`src/rtl/proc_pkg.sv`:
```
// Shared types, sizes and helpers for the register-file transfer sequencer.
package proc_pkg;

    localparam int unsigned N_SEL   = 8;
    localparam int unsigned SEL_W   = 3;
    localparam int unsigned SEL_IMM = 5;

    // Encoding of the last_grant flop: which requester won the previous arbitration.
    localparam logic GRANT_A = 1'b0;
    localparam logic GRANT_B = 1'b1;

    typedef enum logic [2:0] {
        StIdle,
        StDrive,
        StWrite,
        StErr,
        StGap
    } xfer_state_e;

    // Index to one-hot select vector.
    function automatic logic [N_SEL-1:0] onehot_dec(input logic [SEL_W-1:0] idx);
        logic [N_SEL-1:0] vec;
        vec      = '0;
        vec[idx] = 1'b1;
        return vec;
    endfunction

endpackage

```
`src/rtl/reg_xfer_ctrl_if.sv`:
```
// Requester/select bundle between the two requesters, the sequencer and the register file.
interface reg_xfer_ctrl_if #(
    parameter int unsigned N_SEL = proc_pkg::N_SEL,
    parameter int unsigned SEL_W = proc_pkg::SEL_W
);
    logic             req_a;
    logic [SEL_W-1:0] src_a;
    logic [SEL_W-1:0] dst_a;
    logic             ack_a;
    logic             req_b;
    logic [SEL_W-1:0] src_b;
    logic [SEL_W-1:0] dst_b;
    logic             ack_b;
    logic [N_SEL-1:0] rs;
    logic [N_SEL-1:0] ws;
    logic             err;
    logic             busy;

    // Requester side: issues transfers, observes completion and strobes.
    modport master (
        output req_a, src_a, dst_a, req_b, src_b, dst_b,
        input  ack_a, ack_b, rs, ws, err, busy
    );

    // Sequencer side.
    modport slave (
        input  req_a, src_a, dst_a, req_b, src_b, dst_b,
        output ack_a, ack_b, rs, ws, err, busy
    );
endinterface

```
`src/rtl/reg_xfer_ctrl_rr_arbiter2.sv`:
```
// Two-way round-robin arbiter; combinational, the last_grant flop lives in the caller.
module rr_arbiter2
    import proc_pkg::*;
(
    input  logic req_a,
    input  logic req_b,
    input  logic last_grant,
    output logic gnt_a,
    output logic gnt_b
);

    // A lone requester always wins; on a tie the one not granted last wins.
    always_comb begin
        gnt_a = 1'b0;
        gnt_b = 1'b0;
        if (req_a && req_b) begin
            gnt_a = (last_grant == GRANT_B);
            gnt_b = (last_grant == GRANT_A);
        end else begin
            gnt_a = req_a;
            gnt_b = req_b;
        end
    end

endmodule

```
`src/rtl/reg_xfer_ctrl.sv`:
```
// Bus-transfer sequencer: arbitrates two requesters and turns each src->dst transfer into
// timed one-hot read/write select strobes with a turnaround gap between transfers.
module reg_xfer_ctrl
    import proc_pkg::*;
#(
    parameter int unsigned N_SEL   = proc_pkg::N_SEL,
    parameter int unsigned SEL_W   = proc_pkg::SEL_W,
    parameter int unsigned SEL_IMM = proc_pkg::SEL_IMM
) (
    input  logic            clk,
    input  logic            rst,
    reg_xfer_ctrl_if.slave  bus
);

    xfer_state_e      state_q, state_d;
    logic [SEL_W-1:0] src_q, src_d;
    logic [SEL_W-1:0] dst_q, dst_d;
    logic             owner_q, owner_d;       // requester currently being served
    logic             last_grant_q, last_grant_d;

    logic [N_SEL-1:0] rs_q, rs_d;
    logic [N_SEL-1:0] ws_q, ws_d;
    logic             ack_a_q, ack_a_d;
    logic             ack_b_q, ack_b_d;
    logic             err_q, err_d;
    logic             busy_q, busy_d;

    logic             gnt_a, gnt_b;
    logic             legal;

    rr_arbiter2 u_arb (
        .req_a      (bus.req_a),
        .req_b      (bus.req_b),
        .last_grant (last_grant_q),
        .gnt_a      (gnt_a),
        .gnt_b      (gnt_b)
    );

    // Legality of the indices being latched this cycle; only consulted in IDLE.
    assign legal = (src_d != dst_d) && (dst_d != SEL_W'(SEL_IMM));

    // Next state, index latch and grant bookkeeping.
    always_comb begin
        state_d      = state_q;
        src_d        = src_q;
        dst_d        = dst_q;
        owner_d      = owner_q;
        last_grant_d = last_grant_q;
        unique case (state_q)
            StIdle: begin
                if (gnt_a || gnt_b) begin
                    owner_d      = gnt_b ? GRANT_B : GRANT_A;
                    last_grant_d = owner_d;
                    src_d        = gnt_b ? bus.src_b : bus.src_a;
                    dst_d        = gnt_b ? bus.dst_b : bus.dst_a;
                    state_d      = legal ? StDrive : StErr;
                end
            end
            StDrive: state_d = StWrite;
            StWrite: state_d = StGap;
            StErr:   state_d = StGap;
            StGap:   state_d = StIdle;
            default: state_d = StIdle;
        endcase
    end

    // Output decode from the upcoming state so every strobe leaves a flop.
    always_comb begin
        rs_d    = '0;
        ws_d    = '0;
        ack_a_d = 1'b0;
        ack_b_d = 1'b0;
        err_d   = 1'b0;
        busy_d  = (state_d != StIdle);
        unique case (state_d)
            StDrive: begin
                rs_d = N_SEL'(onehot_dec(src_d));
            end
            StWrite: begin
                rs_d    = N_SEL'(onehot_dec(src_d));
                ws_d    = N_SEL'(onehot_dec(dst_d));
                ack_a_d = (owner_d == GRANT_A);
                ack_b_d = (owner_d == GRANT_B);
            end
            StErr: begin
                ack_a_d = (owner_d == GRANT_A);
                ack_b_d = (owner_d == GRANT_B);
                err_d   = 1'b1;
            end
            default: ;
        endcase
    end

    // State and registered outputs; reset makes A win the first tie.
    always_ff @(posedge clk) begin
        if (rst) begin
            state_q      <= StIdle;
            src_q        <= '0;
            dst_q        <= '0;
            owner_q      <= GRANT_A;
            last_grant_q <= GRANT_B;
            rs_q         <= '0;
            ws_q         <= '0;
            ack_a_q      <= 1'b0;
            ack_b_q      <= 1'b0;
            err_q        <= 1'b0;
            busy_q       <= 1'b0;
        end else begin
            state_q      <= state_d;
            src_q        <= src_d;
            dst_q        <= dst_d;
            owner_q      <= owner_d;
            last_grant_q <= last_grant_d;
            rs_q         <= rs_d;
            ws_q         <= ws_d;
            ack_a_q      <= ack_a_d;
            ack_b_q      <= ack_b_d;
            err_q        <= err_d;
            busy_q       <= busy_d;
        end
    end

    assign bus.rs    = rs_q;
    assign bus.ws    = ws_q;
    assign bus.ack_a = ack_a_q;
    assign bus.ack_b = ack_b_q;
    assign bus.err   = err_q;
    assign bus.busy  = busy_q;

endmodule
```
`src/flat_wrapper.sv`:
```
// flat-port wrapper written by rule: the top's interface ports become plain ports
module reg_xfer_ctrl_flat import proc_pkg::*;
#(
    parameter int unsigned N_SEL   = proc_pkg::N_SEL,
    parameter int unsigned SEL_W   = proc_pkg::SEL_W,
    parameter int unsigned SEL_IMM = proc_pkg::SEL_IMM
)
  (clk, rst, bus_req_a, bus_src_a, bus_dst_a, bus_req_b, bus_src_b, bus_dst_b, bus_ack_a, bus_ack_b, bus_rs, bus_ws, bus_err, bus_busy);
  reg_xfer_ctrl_if #(.N_SEL(N_SEL), .SEL_W(SEL_W)) bus_i ();
  input  logic clk;
  input  logic rst;
  input wire logic [$bits(bus_i.req_a)-1:0] bus_req_a;
  input wire logic [$bits(bus_i.src_a)-1:0] bus_src_a;
  input wire logic [$bits(bus_i.dst_a)-1:0] bus_dst_a;
  input wire logic [$bits(bus_i.req_b)-1:0] bus_req_b;
  input wire logic [$bits(bus_i.src_b)-1:0] bus_src_b;
  input wire logic [$bits(bus_i.dst_b)-1:0] bus_dst_b;
  output wire logic [$bits(bus_i.ack_a)-1:0] bus_ack_a;
  output wire logic [$bits(bus_i.ack_b)-1:0] bus_ack_b;
  output wire logic [$bits(bus_i.rs)-1:0] bus_rs;
  output wire logic [$bits(bus_i.ws)-1:0] bus_ws;
  output wire logic [$bits(bus_i.err)-1:0] bus_err;
  output wire logic [$bits(bus_i.busy)-1:0] bus_busy;
  assign bus_i.req_a = bus_req_a;
  assign bus_i.src_a = bus_src_a;
  assign bus_i.dst_a = bus_dst_a;
  assign bus_i.req_b = bus_req_b;
  assign bus_i.src_b = bus_src_b;
  assign bus_i.dst_b = bus_dst_b;
  assign bus_ack_a = bus_i.ack_a;
  assign bus_ack_b = bus_i.ack_b;
  assign bus_rs = bus_i.rs;
  assign bus_ws = bus_i.ws;
  assign bus_err = bus_i.err;
  assign bus_busy = bus_i.busy;
  reg_xfer_ctrl #(.N_SEL(N_SEL), .SEL_W(SEL_W), .SEL_IMM(SEL_IMM)) u_core (.clk(clk), .rst(rst), .bus(bus_i));
endmodule
```
`config.mk`:
```
export PLATFORM = sky130hd
export DESIGN_NAME = reg_xfer_ctrl_flat
export DESIGN_NICKNAME = d
export VERILOG_FILES = /design/src/rtl/proc_pkg.sv /design/src/rtl/reg_xfer_ctrl_if.sv /design/src/rtl/reg_xfer_ctrl_rr_arbiter2.sv /design/src/rtl/reg_xfer_ctrl.sv /design/src/flat_wrapper.sv
export SDC_FILE = /design/constraint.sdc
export NUM_CORES = 1
export LEC_CHECK = 0
export CAP_MARGIN = 10
export CORE_UTILIZATION = 38
export CTS_CLUSTER_SIZE = 30
export DETAILED_ROUTE_END_ITERATION = 12
export PLACE_DENSITY = 0.66
export SLEW_MARGIN = 20
export SYNTH_ARGS = -nofsm -noshare
export SYNTH_HDL_FRONTEND = slang
export SYNTH_SLANG_ARGS = --single-unit
export TNS_END_PERCENT = 30
```
`constraint.sdc`:
```
create_clock -name clk -period 2.4 [get_ports clk]
set_clock_uncertainty 0.15 [all_clocks]
set_input_delay 0.24 -clock clk [delete_from_list [all_inputs] [get_ports clk]]
set_output_delay 0.24 -clock clk [all_outputs]
set_load 0.05 [all_outputs]
```
Yosys cells after proc, flatten, opt, wreduce, memory -nomap -nowiden

Cells that the tools add are included.

Order comparisons: 4
Eq/ne operators: 8
Multiplexer cells: 19
Bitwise logic cells: 5
Reductions and logical operators: 14

Operators by type and width:

| kind                                                                  | number |
|---|---|
| 3-bit two-way mux                                                     | 7 |
| 3-bit by 2-bit equality test with 1-bit output, second input constant | 4 |
| 2-bit OR reduction                                                    | 6 |
| 3-bit one-hot mux with 3 select lines                                 | 1 |
| 3-bit by 4-bit < comparator with 1-bit output, second input constant  | 2 |
| 1-bit two-way mux                                                     | 8 |
| 1-bit demux with 3-bit select                                         | 2 |
| 3-bit by 1-bit equality test with 1-bit output, second input constant | 2 |
| 3-bit by 1-bit >= comparator with 1-bit output, second input constant | 2 |
| 1-bit inverter                                                        | 5 |
| 1-bit logical AND                                                     | 4 |
| 3-bit zero test                                                       | 1 |
| 3-bit inequality test                                                 | 1 |
| 3-bit inequality test, second input constant                          | 1 |
| 3-bit nonzero test                                                    | 1 |
| 2-bit two-way mux                                                     | 1 |
| 2-bit AND reduction                                                   | 1 |
| 1-bit logical OR                                                      | 1 |

Register bits: 31
Input bits: 16
Output and inout bits: 20
Logic and storage cells: 61

Logic depth before layout (Yosys ltp)

Word-level depth: 14
Gate-level depth with buffers: 9
Mapped depth without buffers: 7

Cells and area by module

A second synthesis with hierarchy kept.

Cell total of the unflattened synthesis: 168
Area total of the unflattened synthesis: 1431.4 µm²

Modules (own cells, without submodules):

| module        | times used | cells each | area an instance (µm²) | seq. area each (µm²) |
|---|---|---|---|---|
| reg_xfer_ctrl | 1          | 165        | 1412.6                 | 620.6 |
| rr_arbiter2   | 1          | 3          | 18.8                   | 0.0 |

Least setup slack after synthesis

Ideal clock, no wire load.

Kind: reg2reg
Start point: register u_core.state_q[2]
End point: register u_core.err_q (netlist: u_core.bus.err)
Setup time: 0.115 ns
Arrival time: 2.028 ns
Data required time: 2.135 ns
Setup slack: 0.107 ns
Stages on the path, launching flop included: 10
Cells stage by stage: dfxtp_1 -> or3_1 -> buf_6 -> nor2_4 -> o22ai_2 -> a21oi_1 -> o32ai_1 -> a211o_1 -> buf_4 -> and2_1

Cells in the longest elaborated chain, start to end: 9
Elaborated cells on any way between the ends: 15
Those cells by class: 6 x eq/ne; 6 x mux; 3 x reduce/logical

Ends and longest elaborated chain:

| item                                               | RTL line             | RTL |
|---|---|---|
| start: declaration                                 | reg_xfer_ctrl.sv:15  | `xfer_state_e state_q, state_d;` |
| start signal: assignment                           | reg_xfer_ctrl.sv:97  | `state_q <= StIdle;` |
| start signal: assignment                           | reg_xfer_ctrl.sv:109 | `state_q <= state_d;` |
| 3-bit zero test                                    | reg_xfer_ctrl.sv:49  | `unique case (state_q)` |
| 3-bit two-way mux                                  | reg_xfer_ctrl.sv:49  |  |
| 3-bit inequality test                              | reg_xfer_ctrl.sv:40  | `assign legal = (src_d != dst_d) && (dst_d != SEL_W'(SEL_IMM));` |
| 1-bit logical AND                                  | reg_xfer_ctrl.sv:40  |  |
| 2-bit two-way mux                                  | reg_xfer_ctrl.sv:56  | `state_d = legal ? StDrive : StErr;` |
| 3-bit two-way mux                                  | reg_xfer_ctrl.sv:51  | `if (gnt_a \|\| gnt_b) begin` |
| 3-bit one-hot mux with 3 select lines (*)          | reg_xfer_ctrl.sv:49  |  |
| 3-bit by 2-bit equality test with 1-bit output (*) | reg_xfer_ctrl.sv:75  | `unique case (state_d)` |
| 1-bit two-way mux (*)                              | reg_xfer_ctrl.sv:75  |  |
| end signal: assignment                             | reg_xfer_ctrl.sv:118 | `err_q <= err_d;` |
| end: declaration                                   | reg_xfer_ctrl.sv:25  | `logic err_q, err_d;` |

Mark *: on every way between the ends. The rest lies on a longest branch, timed or not.
A chain may end at the register's enable or synchronous reset.

Final worst setup path

Start point: register u_core.state_q[0]
End point: register u_core.err_q (netlist: u_core.bus.err)

Same word-level chain as after synthesis.

==> impl_metrics.toml <==
[run_status]
outcome = "finished, violations left"
violations = "negative setup slack"

[floorplan]
die_h_um = 59.84
dieArea_mm2 = 0.003581
pin_count = 36
coreArea_mm2 = 0.003103
num_rows = 20
initial_core_util_pct = 40.97
die_w_um = 59.84

[timing]
setup_tns_ns = -1.199
post-route-period-util_pct = 106.4
hold_viol_final = 0
rsz0062_at_grt = "yes"
fin_ws_ns = -0.1527
tightestPinTransition_ns = 0.5075
clock.fmax_mhz = 391.7
relSlewSlack_pct = 66.06
setup_viol = 11
final_max_slew_viol_count = 0
period_needed_ns = 2.553

[logic_synthesis]
synth_edf_count = 0
yosysWarningCount = 0
ys_ff_latch = 31
syn_nets = 148
synthTopCellsByCount = "dfxtp_1, nor2_1, nand2_1, a21oi_1, nand2b_1"
yosysMostFrequentCell = "dfxtp_1"
synth_area_per_cell_um2 = 9.630
synth_top_cell_area_share_pct = 48.82
netlist_instances = 132
async_flop_share_pct = 0
yosysTopAreaCell = "dfxtp_1"
ys_seq_area_share_pct = 48.82
synth_flop_cell = "dfxtp_1"
ys_types = 36
syn_area_mm2 = 0.001271
synthTopCellsByArea = "dfxtp_1, nor2_1, nand2_1, a21oi_1, o221a_2"

[layout]
register_area_um2 = 626.9
n_antenna_cell = 0
instances_no_fill = 259
multi_input_area_um2 = 877.1
final_layout_size_suffix_gt1_share_pct = 40.00
area_growth_pct = 83.86
fill_cells = 239
fin_nets = 230

[setup_path]
critical_path_depth = 12
cp-endpoint = "u_core.bus.err$_SDFF_PP0_"
cp.arrival_ns = 2.62
cp_slowest_cell = "dfxtp_2"
critPathKind = "reg -> reg"
path_cells = "buf_6 -> nor3_4 -> buf_12 -> nand3_4 -> buf_4 -> buf_4 -> o221a_4 -> nor2_2 -> nor4_4 -> buf_4 -> a211o_4 -> and2_1"
regToRegSetupSlack_ns = -0.15
slowest_delay_ns = 0.34
worst-r2r-cell-count = 12
worst-path-buf-inv = 5
required_ns = 2.47
critical_path.top_delay_family = "simple AND/OR/NAND/NOR gates"
cpMostUsedCell = "buf_4"
worstReg2RegEnd = "u_core.bus.err$_SDFF_PP0_"
worstPathMaxFanout = 5
crit_path_end_kind = "flop"
worst_setup_path_start_kind = "flop"
crit_path_start = "u_core.state_q[0]$_SDFF_PP0_"
r2r_start = "u_core.state_q[0]$_SDFF_PP0_"

[clock_network]
postCtsHoldBufs = 0
clk_pin_slew_ns = 0.11
cts-htree-levels = 2
cts_tree = "done"
insertion_delay_ns = 0.33
clock_path_buffers = 2
cts_sinks = 31
cts_made_buffers = 5
root_buffer = "clkbuf_4"

[power]
irDropWorstVdd_mv = 0.7616
leakagePower_nw = 0.9143
power.density_mw_per_mm2 = 1631

[routing]
drtIter0Drc = 65
first_pass_iters = 4
vias = 1377
routedWlPerCell_um = 16.56
via_per_inst = 5.317
drc = 0
wl_mm = 4.290
ant_nets = 0

[global_route]
antenna_found_initial = 0
grt_pass1_vias = 1456
grt_pass1_wl_mm = 6.872
grt_max_degree = 11
grt-ovfl-total = 0
track_usage_pct = 26.83

[run]
max_cap_viol_count = 0

[placed_design]
post-place-ws_ns = -0.3035
portBuffers = 35
dpl.hpwl_mm = 2.420
dp.cells = 233
gp_congestion = 0.8216

[min_path]
worstHoldPathType = "reg -> reg"
## cell type report
type | count | area share [%]
clock buffer | 6 | 2.195
clock inverter | 2 | 1.499
multi-input combinational | 98 | 37.53
sequential | 31 | 26.82
timing repair buffer | 76 | 29.28
inverter | 2 | 0.3212
tap | 44 | 2.355
## sequential cells by signal (all words and copies together), names as in the netlist
register / count
u_core.bus.ack_a: 1
u_core.bus.ack_b: 1
u_core.bus.busy: 1
u_core.bus.err: 1
u_core.bus.rs: 8
u_core.bus.ws: 8
u_core.dst_q: 3
u_core.last_grant_q: 1
u_core.owner_q: 1
u_core.src_q: 3
u_core.state_q: 3
## timing repair
item	4_1_cts	5_1_grt
endpoints found under the setup margin	12	12
cloned	2	0
pin swaps	23	2
setup buffers	16	1
gates resized for setup	43	4
## stage by stage
step | util, % | power, W | area (µm²) | hold WS [ns]
after floorplan | - | 0.001818 | 1271 | 0.2874
after global placement | 59.35 | 0.002399 | 1842 | 0.3540
after detailed placement | 59.35 | 0.002444 | 1842 | 0.3517
after CTS | 75.12 | 0.003694 | 2331 | 0.3854
after global routing | 75.32 | 0.003984 | 2337 | 0.4151
final | 75.32 | 0.003812 | 2337 | 0.3925
## per-layer routing
metal | global-route usage, % | up-vias | wire (µm) | share of wire [%]
li1 | - | 649 | - | -
met1 | 27.99 | 648 | 1634 | 38
met2 | 48.25 | 62 | 2279 | 53
met3 | 7.359 | 18 | 240 | 5.6
met4 | 14.62 | 0 | 136 | 3.2
met5 | 0 | - | 0 | 0
## worst reg2reg max path, stage by stage (launching register included)
cell and delay (ns):
dfxtp_2 0.34, buf_6 0.11, nor3_4 0.21, buf_12 0.15, nand3_4 0.08, buf_4 0.15, buf_4 0.13, o221a_4 0.26
nor2_2 0.21, nor4_4 0.08, buf_4 0.15, a211o_4 0.29, and2_1 0.14
## cell usage in the layout, fill, tap and decap left out, types with 4 or more instances in the layout
cell	n
nand2b_1	5
buf_4	36
buf_6	4
o221a_4	4
clkbuf_4	5
a21oi_1	9
nor2_1	21
nand2_1	15
dfxtp_1	28
clkdlybuf4s50_1	34
## power breakdown
group / switching (W) / internal, W
logic: 0.00144 / 0.00123
registers: 0.0000552 / 0.000653
clock network: 0.000186 / 0.000246
## cells by family (layout without fill, tap and decap cells)
kind of cell	after synthesis	in the layout	share of synthesized area, %
buf+inv	5	86	2.362
compound gates	36	37	25.20
flops	31	31	48.82
simple gates	60	61	23.62
## how the worst min path moves through the flow
stage                                           from                               end  depth (start not counted)
global route        u_core.last_grant_q$_SDFFE_PP1P_  u_core.last_grant_q$_SDFFE_PP1P_                          1
global placement    u_core.last_grant_q$_SDFFE_PP1P_  u_core.last_grant_q$_SDFFE_PP1P_                          1
floorplan                                  bus_req_a  u_core.last_grant_q$_SDFFE_PP1P_                          2
detailed placement  u_core.last_grant_q$_SDFFE_PP1P_  u_core.last_grant_q$_SDFFE_PP1P_                          1
CTS                     u_core.state_q[2]$_SDFF_PP0_      u_core.state_q[2]$_SDFF_PP0_                          2
finish                  u_core.state_q[2]$_SDFF_PP0_      u_core.state_q[2]$_SDFF_PP0_                          2
Power figures use the tool's default switching activity.
